--- src/rtl/instruction_fetch_stage.sv ---
// Instruction fetch stage: owns the PC, issues single-outstanding word reads
// over a req/gnt/rvalid handshake and feeds decode through the IF/ID register.
// A one-entry skid buffer absorbs a returning word while decode is stalled.
module instruction_fetch_stage #(
  parameter logic [31:0] RESET_PC = 32'h0000_0000
) (
  input  logic        clock,
  input  logic        reset_n,
  input  logic        stall,
  input  logic        redirect_valid,
  input  logic [31:0] redirect_pc,
  output logic        imem_req,
  output logic [31:0] imem_addr,
  input  logic        imem_gnt,
  input  logic        imem_rvalid,
  input  logic [31:0] imem_rdata,
  output logic        if_valid,
  output logic [31:0] if_instruction,
  output logic [31:0] if_pc,
  output logic [31:0] if_pc_plus4
);

  localparam int unsigned XLEN = 32;

  typedef enum logic [1:0] {
    S_FETCH = 2'd0,
    S_WAIT  = 2'd1,
    S_HOLD  = 2'd2
  } state_t;

  state_t            state;
  logic [XLEN-1:0]   pc_q;
  logic [XLEN-1:0]   skid_instr;
  logic [XLEN-1:0]   skid_pc;
  logic              drop;
  logic [XLEN-1:0]   pc_next4;
  logic [XLEN-1:0]   redirect_target;

  assign pc_next4        = pc_q + XLEN'(4);
  assign redirect_target = redirect_pc & ~XLEN'(3);

  // Address always tracks the PC; a request is only presented in FETCH and never during reset.
  assign imem_addr = pc_q;
  assign imem_req  = reset_n & (state == S_FETCH);

  // Fetch FSM, PC, skid buffer and IF/ID register; redirect takes priority over everything.
  always_ff @(posedge clock or negedge reset_n) begin
    if (!reset_n) begin
      state          <= S_FETCH;
      pc_q           <= RESET_PC;
      drop           <= 1'b0;
      skid_instr     <= '0;
      skid_pc        <= '0;
      if_valid       <= 1'b0;
      if_instruction <= '0;
      if_pc          <= '0;
      if_pc_plus4    <= '0;
    end else begin
      // Decode consumes the current entry; a load below may refill it on the same edge.
      if (if_valid && !stall) begin
        if_valid <= 1'b0;
      end

      if (redirect_valid) begin
        pc_q       <= redirect_target;
        if_valid   <= 1'b0;
        skid_instr <= '0;
        skid_pc    <= '0;
        case (state)
          S_FETCH: begin
            if (imem_gnt) begin
              state <= S_WAIT;
              drop  <= 1'b1;
            end
          end
          S_WAIT: begin
            if (imem_rvalid) begin
              state <= S_FETCH;
              drop  <= 1'b0;
            end else begin
              drop <= 1'b1;
            end
          end
          default: state <= S_FETCH;
        endcase
      end else begin
        case (state)
          S_FETCH: begin
            if (imem_gnt) begin
              state <= S_WAIT;
            end
          end
          S_WAIT: begin
            if (imem_rvalid) begin
              if (drop) begin
                drop  <= 1'b0;
                state <= S_FETCH;
              end else if (!if_valid || !stall) begin
                if_valid       <= 1'b1;
                if_instruction <= imem_rdata;
                if_pc          <= pc_q;
                if_pc_plus4    <= pc_next4;
                pc_q           <= pc_next4;
                state          <= S_FETCH;
              end else begin
                skid_instr <= imem_rdata;
                skid_pc    <= pc_q;
                pc_q       <= pc_next4;
                state      <= S_HOLD;
              end
            end
          end
          S_HOLD: begin
            if (!stall) begin
              if_valid       <= 1'b1;
              if_instruction <= skid_instr;
              if_pc          <= skid_pc;
              if_pc_plus4    <= skid_pc + XLEN'(4);
              state          <= S_FETCH;
            end
          end
          default: state <= S_FETCH;
        endcase
      end
    end
  end

endmodule

--- config.mk ---
export PLATFORM = sky130hd
export DESIGN_NAME = instruction_fetch_stage
export DESIGN_NICKNAME = d
export VERILOG_FILES = /design/src/rtl/instruction_fetch_stage.sv
export SDC_FILE = /design/constraint.sdc
export NUM_CORES = 1
export LEC_CHECK = 0
export CORE_ASPECT_RATIO = 1.2
export CORE_UTILIZATION = 33
export CTS_CLUSTER_DIAMETER = 60
export DETAILED_ROUTE_END_ITERATION = 8
export PLACE_DENSITY = 0.56
export SYNTH_ARGS = -nofsm -noshare
export SYNTH_HDL_FRONTEND = slang
export SYNTH_SLANG_ARGS = --single-unit
--- constraint.sdc ---
create_clock -name clock -period 2.4 [get_ports clock]
set_input_delay 0.24 -clock clock [delete_from_list [all_inputs] [get_ports clock]]
set_output_delay 0.24 -clock clock [all_outputs]
set_load 0.03 [all_outputs]
==> flow_metrics.env, run 1 <==
export IMPL_multi_input_area_um2=4632
export IMPL_initialDrtViolationCount=533
export IMPL_post_cts_buffers=0
export IMPL_register_area_um2=4755
export IMPL_ant_nets=0
export IMPL_drive_gt1_share_pct=8.598
export IMPL_finalPower_mw=12.25
export IMPL_synthFlopType="dfrtp_1"
export IMPL_wl_um=29430
export IMPL_p_leak_nw=5.073
export IMPL_grt_pass1_wl_um=46600
export IMPL_ys_ff_latch=190
export IMPL_clk_pin_slew_ns=0.07
export IMPL_violations="negative hold slack"
export IMPL_start_util_pct=33.77
export IMPL_dieArea_um2=30380
export IMPL_cts_hold_buffers=0
export IMPL_fin_crit_sh_pct=94.07
export IMPL_final_area_um2=13010
export IMPL_power_density_nw_per_um2=941.5
export IMPL_tns_ns=0
export IMPL_required_ns=2.16
export IMPL_cts_inserted_buffers=17
export IMPL_gp_congestion=0.7878
export IMPL_vdd_drop_max_uv=423.1
export IMPL_fp_dieW_um=159.3
export IMPL_dp_hpwl_um=20220
export IMPL_die_h_um=190.7
export IMPL_place_area_um2=12450
export IMPL_syn_inst=1095
export IMPL_crit_path_cell_trace="inv_1, ha_1, and2_1, clkdlybuf4s50_1"
export IMPL_hold_violations=2
export IMPL_post_cts_resized=0
export IMPL_critPathLaunchType="register"
export IMPL_internal_power_mw=7.442
export IMPL_p_seq_share_pct=36.6
export IMPL_grt_max_degree=135
export IMPL_max_freq_mhz=442.9
export IMPL_antenna_found_initial=0
export IMPL_ys_warn_count=0
export IMPL_holdWs_ns=-0.005495
export IMPL_path_class="register to output port"
export IMPL_power_frac_comb_pct=40.6
export IMPL_grt_use_total_pct=19.92
export IMPL_fillers=2852
export IMPL_slowest_stage="clkdlybuf4s50_1"
export IMPL_p_clk_share_pct=22.9
export IMPL_finish_utilization_pct=44.84
export IMPL_finalMaxSlewViolations=0
export IMPL_path_delay_family="buffers and inverters"
export IMPL_via_count=8340
export IMPL_wl_per_cell_um=17.56
export IMPL_firstDrtPassIters=4
export IMPL_row_count=68
export IMPL_dp_slack_ns=0.2031
export IMPL_worstReg2RegStart="skid_pc[10]$_DFFE_PN0P_"
export IMPL_worstReg2RegEnd="if_pc_plus4[26]$_DFFE_PN0P_"
export IMPL_final_cells=1676
export IMPL_status="finished, violations left"
export IMPL_crit_path_end="imem_req"
export IMPL_overflow=0
export IMPL_worst_path_max_fanout=3
export IMPL_reg2reg_setup_slack_ns=0.24
export IMPL_p_switching_mw=4.807
export IMPL_p_sw_share_pct=39.24
export IMPL_clock_tree_root_cell="clkbuf_16"
export IMPL_cap_violations=0
export IMPL_cts_sinks=190
export IMPL_finalCriticalPeriod_ns=2.258
export IMPL_startpoint="state[0]$_DFFE_PN0P_"
export IMPL_cts_tree="yes"
export IMPL_vias_per_cell=4.976
export IMPL_layout_commonest_cell="nand2_1"
export IMPL_syn2layout_area_growth_pct=32.80
export IMPL_cp_num_buf_inv=2
export IMPL_endpoint_kind="output port"
export IMPL_grt_pass1_vias=8027
export IMPL_worstMarginPinSlew_ns=0.7395
export IMPL_pin_count=200
export IMPL_post_place_cells=1644
export IMPL_remaining_drc_errors=0
export IMPL_critPathMaxStageDelay_ns=0.74
export IMPL_setup_viol=0
export IMPL_reg2reg_depth=5
export IMPL_core_area_um2=29010
export IMPL_antennaDiodeCount=0
export IMPL_synth_edf_count=0
export IMPL_slew_headroom_pct=50.70
export IMPL_final_cell_mix="nand2_1 (262), clkdlybuf4s50_1 (193), dfrtp_1 (190)"
export IMPL_cp_arrival_ns=2.02
export IMPL_syn_area_per_cell_um2=8.947
export IMPL_h_tree_depth=4
export IMPL_syn_area_um2=9797
export IMPL_path_depth=4
export IMPL_ys_types=51
export IMPL_synth_seq_area_share_pct=48.53
export IMPL_timing_final_ws_setup_ns=0.1423
export IMPL_hold_path_class="input port to asynchronous set/reset pin"
export IMPL_nNetsFinal=1353
export IMPL_worstSkewPairLatency_ns=0.44
export IMPL_skew_ns=0.01526
export IMPL_clk_path_buf_depth=2
export IMPL_synthArstFlopShare_pct=100.0
export IMPL_numPortBuffers=195
export IMPL_rsz0062_at_grt="false"
[cell usage after synthesis, types with 2 or more instances]
library cell	number	area, µm²
nand2_1	263	987.2
dfrtp_1	190	4755
o21ai_0	99	495.5
a21oi_1	77	385.4
clkbuf_1	76	285.3
mux2i_1	71	710.7
xnor2_1	52	455.4
nand3_1	30	150.1
nor2_1	24	90.09
nand4_1	23	143.9
nor3_1	23	115.1
xor2_1	16	140.1
buf_2	15	75.07
o31ai_1	11	82.58
and4_1	10	87.58
inv_1	9	33.78
nor4_1	9	56.30
o21ai_1	9	45.04
and2_1	8	50.05
or4_1	8	60.06
a221o_1	7	70.07
and3_1	6	37.54
buf_4	5	37.54
ha_1	5	62.56
o21a_1	5	37.54
o221ai_1	4	35.03
or3_1	4	25.02
buf_1	3	11.26
o211ai_1	3	22.52
a211oi_1	2	15.01
a21o_1	2	15.01
nand3b_1	2	15.01
nor2b_1	2	12.51
nor3_2	2	20.02
nor3b_1	2	15.01
o22ai_1	2	12.51
o31a_1	2	17.52
[power by group through the flow]
stage | sequential (mW) | combinational, mW | clock, mW
after floorplan | 5.90 | 1.32 | 0
after global placement | 4.54 | 4.98 | 0
after detailed placement | 4.55 | 5.01 | 0
after CTS | 4.50 | 5.02 | 2.89
after global routing | 4.59 | 5.33 | 3.01
final | 4.48 | 4.97 | 2.80
[worst register-to-register path, cell delays in order (launching register included)]
cell and delay [ns]:
dfrtp_1 0.47, and4_1 0.30, nand4_2 0.38, or4_1 0.64, a21o_1 0.20, o211ai_1 0.09
[cells by family after synthesis]
| kind of cell | after synthesis | share of synthesized area, % |
|---|---|---|
| AND/OR/NAND/NOR | 426 | 20.08 |
| other | 1 | 0.03828 |
| adder cells (fa/ha/maj) | 5 | 0.6386 |
| flip-flops | 190 | 48.53 |
| buffers and inverters | 108 | 4.521 |
| AO/OA/AOI/OAI | 225 | 12.75 |
| XOR/XNOR | 68 | 6.079 |
| multiplexers | 72 | 7.369 |
[sequential cells by signal, summed over array words and instances (netlist names)]
signal and flops:
if_pc 31, imem_addr 30, if_instruction 32, state 2
if_pc_plus4 30, drop 1, if_valid 1, skid_instr 32
skid_pc 31
[worst min path at each step]
stage                                     end  slack, ns  cells past startpoint
3_5_place_dp   if_instruction[21]$_DFFE_PN0P_       0.47                      2
5_1_grt               skid_pc[16]$_DFFE_PN0P_       0.04                      2
4_1_cts             imem_addr[13]$_DFFE_PN0P_       0.02                      2
2_1_floorplan                drop$_DFFE_PN0P_      -0.06                      0
3_3_place_gp   if_instruction[19]$_DFFE_PN0P_       0.46                      2
6_report                 if_pc[1]$_DFFE_PN0P_     -0.005                      2
[area by class of cell]
class / instances / share of cell area (%)
clock buffers: 19 / 3.328
clock inverters: 13 / 1.010
inverters: 9 / 0.2597
multi-input cells: 798 / 35.60
flip-flops and latches: 190 / 36.55
well taps: 385 / 3.703
repair buffers: 262 / 19.55
[metal layers]
layer	GRT usage [%]	vias up	part of all wire [%]
met5	0	-	0
met4	5.954	0	1.5
met3	3.001	29	3.2
met2	33.96	181	49
met1	26.07	4008	46
li1	-	4122	-
No activity file was read; power rests on OpenSTA's default activity.
==> inputs of run 2 (changes only) <==
--- a/config.mk
+++ b/config.mk
@@ -10,6 +10,7 @@
 export CTS_CLUSTER_DIAMETER = 60
 export DETAILED_ROUTE_END_ITERATION = 8
 export PLACE_DENSITY = 0.56
+export SLEW_MARGIN = 10
 export SYNTH_ARGS = -nofsm -noshare
 export SYNTH_HDL_FRONTEND = slang
 export SYNTH_SLANG_ARGS = --single-unit
==> results of run 2 <==
Same layout as run 1: the final DEF is identical, and so are final timing and power.
==> inputs of run 3 (changes only) <==
--- a/config.mk
+++ b/config.mk
@@ -6,10 +6,10 @@
 export NUM_CORES = 1
 export LEC_CHECK = 0
 export CORE_ASPECT_RATIO = 1.2
-export CORE_UTILIZATION = 33
+export CORE_UTILIZATION = 52
 export CTS_CLUSTER_DIAMETER = 60
 export DETAILED_ROUTE_END_ITERATION = 8
-export PLACE_DENSITY = 0.56
+export PLACE_DENSITY = 0.82
 export SLEW_MARGIN = 10
 export SYNTH_ARGS = -nofsm -noshare
 export SYNTH_HDL_FRONTEND = slang
==> flow_metrics.env, run 3 (synthesis gave the netlist of run 1 again) <==
export IMPL_remaining_drc_errors=0
export IMPL_cts_sinks=190
export IMPL_worstSkewPairLatency_ns=0.43
export IMPL_slew_headroom_pct=61.40
export IMPL_max_freq_mhz=448.1
export IMPL_vdd_drop_max_uv=659.7
export IMPL_grt_max_degree=123
export IMPL_path_class="register to register"
export IMPL_vias_per_cell=5.647
export IMPL_status="finished, final reports clean"
export IMPL_nNetsFinal=1353
export IMPL_worstMarginPinSlew_ns=0.5790
export IMPL_syn2layout_area_growth_pct=31.97
export IMPL_required_ns=2.74
export IMPL_finalMaxSlewViolations=0
export IMPL_hold_path_class="input port to register"
export IMPL_finalCriticalPeriod_ns=2.232
export IMPL_die_h_um=152.4
export IMPL_tns_ns=0
export IMPL_dieArea_um2=19400
export IMPL_biggestRegsByFlops="if_instruction: 32 flops, skid_instr: 32 flops"
export IMPL_post_cts_buffers=0
export IMPL_place_area_um2=12290
export IMPL_fp_dieW_um=127.3
export IMPL_clk_path_buf_depth=2
export IMPL_dp_hpwl_um=18680
export IMPL_cp_arrival_ns=2.57
export IMPL_setup_viol=0
export IMPL_overflow=0
export IMPL_start_util_pct=53.51
export IMPL_power_density_nw_per_um2=964.7
export IMPL_critPathLaunchType="register"
export IMPL_hold_violations=0
export IMPL_antennaDiodeCount=0
export IMPL_clock_tree_root_cell="clkbuf_16"
export IMPL_gp_congestion=0.8778
export IMPL_wl_per_cell_um=17.63
export IMPL_ant_nets=0
export IMPL_drive_gt1_share_pct=8.753
export IMPL_clk_pin_slew_ns=0.07
export IMPL_cts_inserted_buffers=17
export IMPL_firstDrtPassIters=5
export IMPL_pin_count=200
export IMPL_core_area_um2=18310
export IMPL_cts_hold_buffers=1
export IMPL_skew_ns=0.007126
export IMPL_worst_path_max_fanout=8
export IMPL_cts_tree="yes"
export IMPL_post_cts_resized=0
export IMPL_cap_violations=0
export IMPL_numPortBuffers=195
export IMPL_grt_pass1_wl_um=44670
export IMPL_row_count=54
export IMPL_grt_use_total_pct=29.21
export IMPL_fin_crit_sh_pct=92.98
export IMPL_h_tree_depth=4
export IMPL_antenna_found_initial=0
export IMPL_final_cell_mix="nand2_1 (262), clkdlybuf4s50_1 (192), dfrtp_1 (190)"
export IMPL_via_count=8713
export IMPL_endpoint_kind="register"
export IMPL_wl_um=27200
export IMPL_initialDrtViolationCount=695
export IMPL_layout_commonest_cell="nand2_1"
export IMPL_rsz0062_at_grt="false"
export IMPL_final_area_um2=12930
export IMPL_p_leak_nw=5.114
export IMPL_grt_pass1_vias=8624
## run 3: power breakdown
part / total [mW] / switching (mW) / leakage (nW) / internal [mW]
clock network: 3.01 / 1.33 / 0.302 / 1.68
registers: 4.49 / 0.517 / 2.47 / 3.97
logic: 4.98 / 2.95 / 2.34 / 2.02
## run 3: per-stage QoR
stage	setup slack (ns)	hold WS, ns	std cells	util, %	power, mW
2_1_floorplan	0.03211	-0.05559	1096	-	7.226
3_3_place_gp	0.09606	0.2554	1510	67.15	9.410
3_5_place_dp	0.1009	0.2570	1510	67.15	9.519
4_1_cts	0.1818	0.04824	1543	70.61	12.54
5_1_grt	0.04944	0.05438	1543	70.61	13.08
6_report	0.1684	0.06307	1543	70.61	12.47
## run 3: per-layer routing
metal	global-route usage, %	wire length (µm)	share of wire [%]	up-vias
met4	13.27	972	3.6	0
met1	37.66	11170	41	4149
met3	4.459	1684	6.2	70
met2	48.40	13370	49	380
met5	0	0	0	-
li1	-	-	-	4114
## run 3: final timing paths
path / cells past startpoint / to / from / slack, ns
min in group asynchronous: 2 / skid_instr[25]$_DFFE_PN0P_ / reset_n / 0.34
min reg2reg: 2 / if_instruction[20]$_DFFE_PN0P_ / if_instruction[20]$_DFFE_PN0P_ / 0.48
min: 2 / skid_pc[31]$_DFFE_PN0P_ / redirect_valid / 0.06
max: 7 / imem_addr[29]$_DFFE_PN0P_ / imem_addr[9]$_DFFE_PN0P_ / 0.17
max reg2reg: 7 / imem_addr[29]$_DFFE_PN0P_ / imem_addr[9]$_DFFE_PN0P_ / 0.17
max in group asynchronous: 3 / if_pc_plus4[28]$_DFFE_PN0P_ / reset_n / 1.28
## run 3: worst max-delay path, stage by stage (launching register included)
cell      delay, ns
dfrtp_1        0.52
nand4_1        0.31
buf_4          0.27
nor3_1         0.36
buf_4          0.22
nand4b_1       0.11
xor2_1         0.17
o21ai_0        0.17
## run 3: layout make-up
type                    instances  area [µm²]
inverters                       9       33.78
flip-flops and latches        190        4755
multi-input cells             798        4632
well taps                     252       315.3
clock inverters                15       198.9
fillers                      1354        5381
repair buffers                262        2569
clock buffers                  17       425.4
